[config.mk]
export PLATFORM = sky130hd
export DESIGN_NAME = instr_packer
export DESIGN_NICKNAME = d
export VERILOG_FILES = /design/src/rtl/instr_packer.sv
export SDC_FILE = /design/constraint.sdc
export NUM_CORES = 1
export LEC_CHECK = 0
export CAP_MARGIN = 5
export CORE_MARGIN = 2
export CORE_UTILIZATION = 59
export DETAILED_ROUTE_END_ITERATION = 12
export GPL_TIMING_DRIVEN = 0
export PLACE_DENSITY = 0.84
export SYNTH_ARGS = -nofsm -noshare
export SYNTH_HDL_FRONTEND = slang
export SYNTH_HIERARCHICAL = 1
export SYNTH_SLANG_ARGS = --single-unit
export TNS_END_PERCENT = 100
[constraint.sdc]
create_clock -name clk -period 3.67 [get_ports clk]
set_clock_uncertainty 0.15 [all_clocks]
set_input_delay 0.734 -clock clk [delete_from_list [all_inputs] [get_ports clk]]
set_output_delay 0.734 -clock clk [all_outputs]
set_load 0.005 [all_outputs]
[src/rtl/instr_packer.sv]
// instr_packer
//   Packs the 32-bit instruction stream coming out of the looping instruction
//   buffer into 128-bit words (four slots, slot0 in the low bits) and hands
//   them to the instruction FIFO. An END_ISEQ opcode closes the sequence: the
//   partial word is padded with NOPs and flushed, then process_tr pulses once
//   so the dispatcher starts. The block then waits for the dispatcher to go
//   busy and back idle before accepting a new sequence.
//
// Ports
//   clk, rst_n        clock, asynchronous active-low reset
//   app_en/app_instr  instruction valid / data from the instruction buffer
//   app_ack           instruction taken this cycle when app_en & app_ack
//   fifo_full         instruction FIFO cannot take a word
//   fifo_wr_en        FIFO write strobe, fifo_din = packed word
//   dispatcher_busy   dispatcher is executing a sequence
//   process_tr        one-cycle pulse: whole sequence is in the FIFO
//   idle              block is waiting for the next sequence
//   instr_cnt         instructions accepted in this sequence (saturating)

// One assembly slot: keep what is already there, drop the incoming
// instruction into the current free slot, and pad everything above with NOPs.
module instr_packer_slot #(
  parameter int          IDX       = 0,
  parameter logic [31:0] NOP_INSTR = 32'h0000_0000
) (
  input  logic [1:0]  slot_i,
  input  logic [31:0] asm_i,
  input  logic [31:0] instr_i,
  output logic [31:0] lane_o
);
  localparam logic [1:0] IDX_L = IDX[1:0];

  always_comb begin
    if (IDX_L < slot_i)       lane_o = asm_i;
    else if (IDX_L == slot_i) lane_o = instr_i;
    else                      lane_o = NOP_INSTR;
  end
endmodule

module instr_packer #(
  parameter logic [3:0]  OPC_END_ISEQ = 4'b1111,
  parameter logic [31:0] NOP_INSTR    = 32'h0000_0000,
  parameter int          CNT_W        = 16
) (
  input  logic             clk,
  input  logic             rst_n,
  input  logic             app_en,
  input  logic [31:0]      app_instr,
  output logic             app_ack,
  input  logic             fifo_full,
  output logic             fifo_wr_en,
  output logic [127:0]     fifo_din,
  input  logic             dispatcher_busy,
  output logic             process_tr,
  output logic             idle,
  output logic [CNT_W-1:0] instr_cnt
);
  localparam int NUM_LANES = 4;
  localparam int VEC_W     = 32;

  typedef enum logic [2:0] {
    S_IDLE, S_COLLECT, S_FLUSH, S_DONE, S_WAIT
  } state_e;

  state_e                          state_q, state_d;
  logic [NUM_LANES-1:0][VEC_W-1:0] asm_q, asm_d;
  logic [NUM_LANES-1:0][VEC_W-1:0] merged;
  logic [1:0]                      slot_q, slot_d;
  logic [127:0]                    pend_q, pend_d;
  logic                            pend_vld_q, pend_vld_d;
  logic [CNT_W-1:0]                cnt_q, cnt_d;
  logic                            seen_q, seen_d;   // busy observed in WAIT

  logic accept, is_end;

  assign accept     = app_en & app_ack;
  assign is_end     = (app_instr[31:28] == OPC_END_ISEQ);
  assign fifo_din   = pend_q;
  assign fifo_wr_en = pend_vld_q & ~fifo_full;
  assign instr_cnt  = cnt_q;

  // Word as it would look with app_instr placed in the current slot.
  for (genvar g = 0; g < NUM_LANES; g++) begin : g_lane
    instr_packer_slot #(.IDX(g), .NOP_INSTR(NOP_INSTR)) u_slot (
      .slot_i  (slot_q),
      .asm_i   (asm_q[g]),
      .instr_i (app_instr),
      .lane_o  (merged[g])
    );
  end

  // State register
  always_ff @(posedge clk or negedge rst_n) begin
    if (!rst_n) state_q <= S_IDLE;
    else        state_q <= state_d;
  end

  // Next state
  always_comb begin
    state_d = state_q;
    case (state_q)
      S_IDLE:    if (!dispatcher_busy) state_d = S_COLLECT;
      S_COLLECT: if (accept && is_end) state_d = S_FLUSH;
      // Leave as soon as the last word is gone or leaving this cycle.
      S_FLUSH:   if (!pend_vld_q || fifo_wr_en) state_d = S_DONE;
      S_DONE:    state_d = S_WAIT;
      S_WAIT:    if (seen_q && !dispatcher_busy) state_d = S_IDLE;
      default:   state_d = S_IDLE;
    endcase
  end

  // Outputs
  always_comb begin
    app_ack    = 1'b0;
    idle       = 1'b0;
    process_tr = 1'b0;
    case (state_q)
      S_IDLE:    idle       = 1'b1;
      // A pending word that cannot drain blocks new input, so a slot-3
      // accept can never overwrite an unwritten word.
      S_COLLECT: app_ack    = ~pend_vld_q | ~fifo_full;
      S_DONE:    process_tr = 1'b1;
      default:   ;
    endcase
  end

  // Datapath next state
  always_comb begin
    asm_d      = asm_q;
    slot_d     = slot_q;
    pend_d     = pend_q;
    pend_vld_d = pend_vld_q & ~fifo_wr_en;
    cnt_d      = cnt_q;
    seen_d     = seen_q;

    if (accept) begin
      cnt_d = (cnt_q == {CNT_W{1'b1}}) ? cnt_q : cnt_q + 1'b1;
      if (is_end || slot_q == 2'd3) begin
        // Reload may coincide with the old word draining: full throughput.
        pend_d     = merged;
        pend_vld_d = 1'b1;
        asm_d      = '0;
        slot_d     = 2'd0;
      end else begin
        asm_d  = merged;
        slot_d = slot_q + 2'd1;
      end
    end

    if (state_q == S_DONE) seen_d = 1'b0;
    if (state_q == S_WAIT) seen_d = seen_q | dispatcher_busy;
    if (state_q == S_WAIT && state_d == S_IDLE) cnt_d = '0;
  end

  always_ff @(posedge clk or negedge rst_n) begin
    if (!rst_n) begin
      asm_q      <= '0;
      slot_q     <= '0;
      pend_q     <= '0;
      pend_vld_q <= 1'b0;
      cnt_q      <= '0;
      seen_q     <= 1'b0;
    end else begin
      asm_q      <= asm_d;
      slot_q     <= slot_d;
      pend_q     <= pend_d;
      pend_vld_q <= pend_vld_d;
      cnt_q      <= cnt_d;
      seen_q     <= seen_d;
    end
  end
endmodule

==> flow_metrics.tcl <==
set metrics [dict create \
    switchingPower_uw 3780 \
    grt_max_degree 122 \
    clockBufferDepth 3 \
    cts_root_buffer "clkbuf_16" \
    internal_power_uw 8310 \
    antenna_found_initial 0 \
    critPathKind "input port to output port" \
    path_clk_slew_ns 0.06 \
    crit_fanout 4 \
    power_density_nw_per_um2 856 \
    vias 7609 \
    critPathRequiredTime_ns 2.79 \
    postRouteAntennaNets 0 \
    initial_core_util_pct 59.7 \
    area_growth_pct 27.3 \
    clock_power_share_pct 21.3 \
    port_buffers 184 \
    power_frac_seq_pct 38.0 \
    drtIter0Drc 451 \
    cts.sinks 247 \
    finalSetupViolCount 0 \
    yosysWarningCount 6 \
    grt_pass1_wl_um 44500 \
    num_rows 50 \
    dp.cells 1219 \
    final_core_util_pct 76.0 \
    post_cts_buffers 0 \
    drive_above_1_share_pct 17.3 \
    tightestPinTransition_ns 0.830 \
    maxCapViolCount 0 \
    grt_overflow 0 \
    p_comb_share_pct 40.7 \
    outcome "finished, final reports clean" \
    fin_crit_sh_pct 81.7 \
    core_area_um2 18600 \
    rsz0062_at_grt "false" \
    ir_drop_mv 0.488 \
    finalNonFillerCells 1265 \
    fin_nets 1052 \
    die_area_um2 19900 \
    syn_avg_cell_area_um2 13.9 \
    dr.pass1.iters 5 \
    grtUsageTotal_pct 28.2 \
    hold_viol 0 \
    place_area_um2 13300 \
    worst_setup_path_end_kind "output port" \
    clock_latency_ns 0.51 \
    postRouteWirelength_um 27500 \
    p_sw_share_pct 31.3 \
    synthCells 799 \
    h-tree-depth 1 \
    gp_congestion 0.814 \
    syn_nets 838 \
    fin_crit_ns 3.00 \
    cts_tree "built" \
    start_kind "input port" \
    hold_path.class "flip-flop to flip-flop" \
    grt_pass1_vias 8079 \
    die_h_um 141 \
    design_area_um2 14100 \
    relSlewSlack_pct 44.3 \
    slew_violations 0 \
    syn_area_um2 11100 \
    drcViolationCount 0 \
    place_hpwl_um 18600 \
    antenna_cells 0 \
    routedWlPerCell_um 21.8 \
    die_x_um 141 \
    ios 185 \
    clock.fmax_ghz 0.334 \
    cp.arrival_ns 2.11 \
    p_leak_uw 0.00671 \
    vias_per_cell 6.02 \
    cts_buffers 25 \
]
==> final timing paths <==
path,startpoint,to,slack [ns],cells past startpoint
max,fifo_full,app_ack,0.67,4
min in group asynchronous,rst_n,instr_cnt[6]$_DFFE_PN0P_,0.52,2
max in group asynchronous,rst_n,asm_q[79]$_DFFE_PN0P_,1.56,4
min reg2reg,fifo_din[98]$_DFFE_PN0P_,fifo_din[98]$_DFFE_PN0P_,0.33,1
max reg2reg,slot_q[1]$_DFFE_PN0P_,asm_q[15]$_DFFE_PN0P_,1.20,6
min,fifo_din[98]$_DFFE_PN0P_,fifo_din[98]$_DFFE_PN0P_,0.33,1
==> routing by layer <==
metal	vias up	global-route usage [%]	share of wire [%]
li1	3381	-	-
met1	3967	39.5	45
met2	212	46.5	48
met3	49	4.28	4.9
met4	0	7.42	2.1
met5	-	0	0
==> registers in the layout, summed over array words and instances (netlist names) <==
name,cells
fifo_din,128
pend_vld_q,1
state_q,3
slot_q,2
seen_q,1
instr_cnt,16
asm_q,96
==> cell type report <==
class | instances | area, µm²
plain buffers | 67 | 551
clock buffers | 40 | 752
clock inverters | 5 | 75.1
fillers | 1242 | 4450
inverters | 1 | 3.75
multi-input cells | 484 | 4360
flip-flops and latches | 247 | 6180
well taps | 234 | 293
repair buffers | 187 | 1910
==> cells in the final DEF, fill, tap and decap left out, types with 5 or more instances in the layout <==
master / instances
nor2b_1: 35
buf_1: 6
mux2i_1: 35
nand2_1: 11
xnor2_1: 7
buf_4: 10
and3_2: 32
buf_6: 16
buf_8: 5
mux2_2: 46
buf_2: 11
mux2_1: 113
a22o_1: 130
clkbuf_8: 10
nand3_1: 5
a21oi_1: 5
clkdlybuf4s50_1: 183
clkbuf_16: 25
dfrtp_1: 247
clkbuf_1: 19
nor2_1: 18
==> power by group through the flow <==
stage | Sequential [µW] | Clock [µW] | Combinational [µW]
4_1_cts | 4590 | 2600 | 4950
5_1_grt | 4720 | 2710 | 5290
6_report | 4590 | 2570 | 4930
3_3_place_gp | 4570 | 0 | 4760
3_5_place_dp | 4600 | 0 | 4900
2_1_floorplan | 4490 | 0 | 2640
==> critical path, cell delays in order <==
cell	delay [ns]
clkdlybuf4s50_1	0.45
a211o_1	0.32
nor2_1	0.11
clkdlybuf4s50_1	0.51
==> stage by stage <==
stage | hold slack [ns] | TNS (ns) | setup WS (ns) | power [µW]
2_1_floorplan | 0.288 | 0 | 1.30 | 7130
3_3_place_gp | 0.316 | -2172.40 | -8.82 | 9330
3_5_place_dp | 0.324 | 0 | 0.494 | 9510
4_1_cts | 0.337 | 0 | 0.670 | 12100
5_1_grt | 0.350 | 0 | 0.621 | 12700
6_report | 0.334 | 0 | 0.673 | 12100
==> what timing repair did <==
action	in CTS	in global routing
endpoints found under the hold margin	38	0
gates resized for setup	0	0
hold buffers	1	0
(Power assumes the default switching activity.)
